--- config.mk ---
export PLATFORM = sky130hd
export DESIGN_NAME = seq_detect_compare
export DESIGN_NICKNAME = d
export VERILOG_FILES = /design/src/rtl/seq_detect_compare.sv
export SDC_FILE = /design/constraint.sdc
export NUM_CORES = 1
export LEC_CHECK = 0
export ABC_AREA = 1
export CORE_MARGIN = 3
export CORE_UTILIZATION = 49
export DETAILED_ROUTE_END_ITERATION = 6
export PLACE_DENSITY = 0.76
export SYNTH_ARGS = -nofsm -noshare
export SYNTH_HDL_FRONTEND = slang
export SYNTH_SLANG_ARGS = --single-unit
export TNS_END_PERCENT = 10
--- constraint.sdc ---
create_clock -name CLK -period 1.65 [get_ports CLK]
set_clock_uncertainty 0.05 [all_clocks]
set_input_delay 0.495 -clock CLK [delete_from_list [all_inputs] [get_ports CLK]]
set_output_delay 0.495 -clock CLK [all_outputs]
set_load 0.05 [all_outputs]
--- src/rtl/seq_detect_compare.sv ---
// seq_detect_compare: step-driven Moore and Mealy detectors for one serial pattern,
// cross-checked against each other, with a saturating Moore hit counter.
module seq_detect_compare #(
  parameter int N = 4,
  parameter PATTERN = 4'b1011,
  parameter bit OVERLAP = 1'b1,
  parameter int CNT_W = 8
) (
  input  logic CLK,
  input  logic RST,
  input  logic STEP,
  input  logic A,
  output logic Z_moore,
  output logic [$clog2(N+1)-1:0] S_moore,
  output logic Z_mealy,
  output logic [$clog2(N)-1:0] S_mealy,
  output logic [CNT_W-1:0] HITS,
  output logic MISMATCH
);
  localparam int MW = $clog2(N+1);
  localparam int LW = $clog2(N);
  localparam logic [N-1:0] PAT = N'(PATTERN);
  if (N < 2 || N > 8 || $bits(PATTERN) != N) begin : g_bad_param
    $error("seq_detect_compare: N must be 2..8 and PATTERN exactly N bits wide");
  end
  // Longest suffix of (first k pattern bits, then b) that is also a pattern prefix, capped at lim
  function automatic int nxt(int k, logic b, int lim);
    int best;
    logic ok;
    logic c;
    best = 0;
    for (int j = 1; j <= N; j++) begin
      ok = (j <= k + 1) && (j <= lim);
      for (int t = 0; t < N; t++) begin
        if (ok && t < j) begin
          c = (k + 1 - j + t < k) ? PAT[N-1-(k+1-j+t)] : b;
          ok = (c == PAT[N-1-t]);
        end
      end
      if (ok) best = j;
    end
    return best;
  endfunction
  logic [MW-1:0] mo_nx [0:N][0:1];
  logic [LW-1:0] me_nx [0:N-1][0:1];
  for (genvar k = 0; k <= N; k++) begin : g_mo
    for (genvar b = 0; b < 2; b++) begin : g_b
      assign mo_nx[k][b] = MW'((k == N && !OVERLAP) ? nxt(0, b == 1, N) : nxt(k, b == 1, N));
    end
  end
  for (genvar k = 0; k < N; k++) begin : g_me
    for (genvar b = 0; b < 2; b++) begin : g_b
      assign me_nx[k][b] = LW'((k == N-1 && (b == 1) == PAT[0] && !OVERLAP) ? 0 : nxt(k, b == 1, N-1));
    end
  end
  logic [1:0] step_sync_q, a_sync_q;
  logic step_q, chk_q, hq_q, mis_q, mis_d, stp, a_s;
  logic [MW-1:0] s_moore_q, s_moore_d;
  logic [LW-1:0] s_mealy_q, s_mealy_d;
  logic [CNT_W-1:0] hits_q, hits_d;
  assign a_s = a_sync_q[1];
  assign stp = step_sync_q[1] & ~step_q;
  assign Z_moore = (s_moore_q == MW'(N));
  assign Z_mealy = (s_mealy_q == LW'(N-1)) & (a_s == PAT[0]) & stp;
  always_comb begin
    s_moore_d = stp ? mo_nx[s_moore_q][a_s] : s_moore_q;
    s_mealy_d = stp ? me_nx[s_mealy_q][a_s] : s_mealy_q;
    hits_d = (chk_q && Z_moore && hits_q != '1) ? hits_q + CNT_W'(1) : hits_q;
    mis_d = mis_q | (chk_q & (Z_moore ^ hq_q));
  end
  always_ff @(posedge CLK or posedge RST) begin
    if (RST) begin
      step_sync_q <= '0;
      a_sync_q <= '0;
      step_q <= 1'b0;
      chk_q <= 1'b0;
      hq_q <= 1'b0;
      mis_q <= 1'b0;
      s_moore_q <= '0;
      s_mealy_q <= '0;
      hits_q <= '0;
    end else begin
      step_sync_q <= {step_sync_q[0], STEP};
      a_sync_q <= {a_sync_q[0], A};
      step_q <= step_sync_q[1];
      chk_q <= stp;
      hq_q <= stp ? Z_mealy : hq_q;
      mis_q <= mis_d;
      s_moore_q <= s_moore_d;
      s_mealy_q <= s_mealy_d;
      hits_q <= hits_d;
    end
  end
  assign S_moore = s_moore_q;
  assign S_mealy = s_mealy_q;
  assign HITS = hits_q;
  assign MISMATCH = mis_q;
endmodule

==> results.md <==
* Status: complete, but fails checks
* Failing checks: setup timing
* Root cell of the clock tree: clkbuf_4
* Ys Warns at 0
* Tcrit/Tclk final at 109.8%
* Post-synth design cell area at between 1000 and 1500 µm²
* Area added between synthesis and finish at 46.94%
* Power per unit of standard cell area at a little under 1000 nW/µm²
* Die outline height at 51.23 µm
* Worst hold path stage count at 0
* Layout cells sized above 1 at 31.21%
* Worst r2r path cells at 6
* Tot GR Track Use at a little under a fifth
* Port Buffers at 19
* Destination of the worst register-to-register timing path: HITS[3]$_DFFE_PP0P_
* CTS Sinks at 21
* Setup Slack @ Placement at around 0.16 ns
* Final Wtd Congestion at 0.8368
* Slew at the pin with the worst max-slew slack at slightly below 0.3 ns
* First DRT Iteration DRCs at 21
* Syn Nets at between 100 and 150
* Vias in the first global route at around 820
* Drt first pass iters at 4
* Clock insertion delay at the later pin of the skew report at about 0.30 ns
* Hold violation count in the final report at 0
* Total placed cells including tap cells at ~160
* Reg2Reg Launch Point: HITS[1]$_DFFE_PP0P_
* Kind of start point of the critical path: register
* RSZ-0062 raised after global routing: yes
* Most area-hungry cell type in the Yosys netlist: dfrtp_1
* Number of hold-repair buffers added at the cts stage at 0
* Critical-path cell with the highest stage delay: dfrtp_1
* Ratio of routed vias to standard cells at between 5 and 6
* Aggregate routed wire length at around 2100 µm
* Sequential share of the synthesized area at a little over half
* Crit Path Class: register to primary output
* Syn avg cell area at between 8 and 9 µm²
* Number of H-tree levels at 1
* Delay of the slowest critical-path stage at around 0.43 ns
* Pin count of the biggest net entering global routing at 22
* CTS tree: built
* CP arrival at between 1 and 1.5 ns
* Total power draw at about 1400 µW
* Worst setup slack for register-to-register paths at about 0.15 ns
* Static leakage at 0.0007059 µW
* Post-synth cell types at 24
* Max-Cap Viols at 0
* Width of the die at between 50 and 60 µm
* Count of nets after finishing at 147
* Post-CTS Setup Repair Bufs at 0
* Antenna Diode Count at 0
* Worst Hold Endpoint: step_sync_q[1]$_DFF_PP0_
* Critical-path cell list: nor2_4 > nand2_4 > nor3_4 > buf_12
* Post-Synthesis Cells at about 110
* Global-route wire length before repair at approximately 3700 µm
* Number of buffers created by CTS at 3
* Critical Path Source: step_q$_DFF_PP0_
* Standard-cell row count at 15
* Clk slew on worst S/H paths at roughly 0.12 ns
* Min-Delay Path Class: register to register
* Highest fanout seen on the critical path at 3
* Post-Layout Cell Count at between 150 and 200
* WL/cell at 12.77 µm
* Core Box Area at between 1500 and 2000 µm²
* Detail Placement HPWL at about 1600 µm
* Worst vdd rail ir drop at ~1000 µV
* Required time worst endpoint at roughly 1.1 ns
* Synthesis-stage register bit count at 21
* Overflow after GRT at 0
* Final Slew Violations at 0
* Normalized max-slew margin at 80.33%
* F_max at about 550 MHz
* Clk buf depth at 2
* Kind of end point of the critical path: primary output
* Final Critical Period at between 1.5 and 2 ns
* Overall die area at 2624 µm²
* Final Setup Violations at 2
* Antenna violations before repair at 0
* Final critical-path setup slack at -0.1610 ns
* Origin of the worst min-delay path: step_sync_q[0]$_DFF_PP0_
* Residual antenna-violating net count after detailed routing at 0
* Area share of the largest cell type after synthesis at a little over half
* Total number of vias at ~840
* Cells taking the most area after synthesis: dfrtp_1 (52%), nand2_1 (16%), inv_1 (4.1%)
* Initial core utilization at a little under three fifths
* DRC violations left at 0
* IO Pins at 20
-- how the worst max path moves through the flow --
stage,endpoint,slack [ns],cells past startpoint
4_1_cts,Z_mealy,-0.14,4
6_report,Z_mealy,-0.16,4
3_5_place_dp,Z_mealy,0.16,5
3_3_place_gp,Z_mealy,0.19,4
2_1_floorplan,Z_moore,-0.07,2
5_1_grt,Z_mealy,-0.25,4
-- final cells by class --
cell class              count  area [µm²]
fillers                   103       347.8
flip-flops and latches     21       530.5
multi-input cells          79       445.4
inverters                  13       50.05
clock buffers               3       22.52
repair buffers             24       387.9
clock inverters             1       5.005
well taps                  25       31.28
-- registers in the layout, summed over array words and instances, names as in the netlist --
register and count:
S_moore 3, chk_q 1, step_sync_q 2, hq_q 1
S_mealy 2, step_q 1, a_sync_q 2, MISMATCH 1
HITS 8
-- per-stage QoR --
stage / hold slack [ns] / util, % / setup TNS [ns] / instance area, µm²
2_1_floorplan: 0.2812 / - / -0.09210 / 1018
3_3_place_gp: 0.2892 / 78.97 / 0 / 1438
3_5_place_dp: 0.2870 / 78.97 / 0 / 1438
4_1_cts: 0.3248 / 80.62 / -0.2601 / 1468
5_1_grt: 0.3328 / 80.89 / -0.4142 / 1473
6_report: 0.3219 / 80.89 / -0.2795 / 1473
-- cells in the mapped netlist --
| master | n |
|---|---|
| nand2_1 | 43 |
| dfrtp_1 | 21 |
| inv_1 | 11 |
| nand3_1 | 6 |
| o21ai_0 | 6 |
| nor2_1 | 5 |
| nand3_2 | 2 |
| nor2_4 | 2 |
| xnor2_1 | 2 |
| a21o_1 | 1 |
| a21oi_1 | 1 |
| a21oi_4 | 1 |
| clkinv_2 | 1 |
| ha_1 | 1 |
| inv_2 | 1 |
| nand2_2 | 1 |
| nand2_4 | 1 |
| nand3_4 | 1 |
| nor2_2 | 1 |
| nor3_1 | 1 |
| nor3_4 | 1 |
| o22ai_1 | 1 |
| o31ai_1 | 1 |
| xor2_1 | 1 |
-- timing repair --
action | in CTS | in global routing
cloned | 0 | 0
endpoints found under the setup margin | 2 | 3
resized for setup | 2 | 1
pin swaps | 1 | 0
-- cell usage in the layout (no fill, tap or decap), drive strengths merged --
cell type      count
a21o               1
nor3               2
o22ai              1
nand2             45
a21oi              2
nor2               8
clkinv             2
o21ai              6
o31ai              1
inv               12
xnor2              2
ha                 1
xor2               1
clkbuf             3
clkdlybuf4s50      3
dfrtp             21
nand3              9
buf               21
-- critical path: cells and delay by family (launching register included) --
kind          cells  cell delay [ns]
buf+inv           1             0.16
flops             1             0.43
simple gates      3             0.37
-- kinds of logic (layout without fill, tap and decap cells) --
logic type / after synthesis / count (layout) / synth area share (%)
compound gates: 11 / 11 / 7.242
fa+ha+maj: 1 / 1 / 1.248
xor+xnor: 3 / 3 / 2.622
buf+inv: 13 / 41 / 4.993
flops: 21 / 21 / 52.43
simple gates: 64 / 64 / 31.46
-- metal layers --
| metal | GRT usage, % | vias to the layer above | part of all wire, % |
|---|---|---|---|
| met1 | 24.33 | 400 | 43 |
| li1 | - | 411 | - |
| met2 | 32.40 | 19 | 52 |
| met3 | 3.207 | 6 | 4.1 |
| met4 | 6.987 | 0 | 1.6 |
| met5 | 0 | - | 0 |
-- power breakdown --
group | leakage [µW] | internal, µW | switching [µW]
sequential | 0.000266 | 571 | 64.4
combinational | 0.000422 | 252 | 301
clock | 0.0000177 | 90.5 | 160
Note: power is estimated with default switching activity, not from simulation.
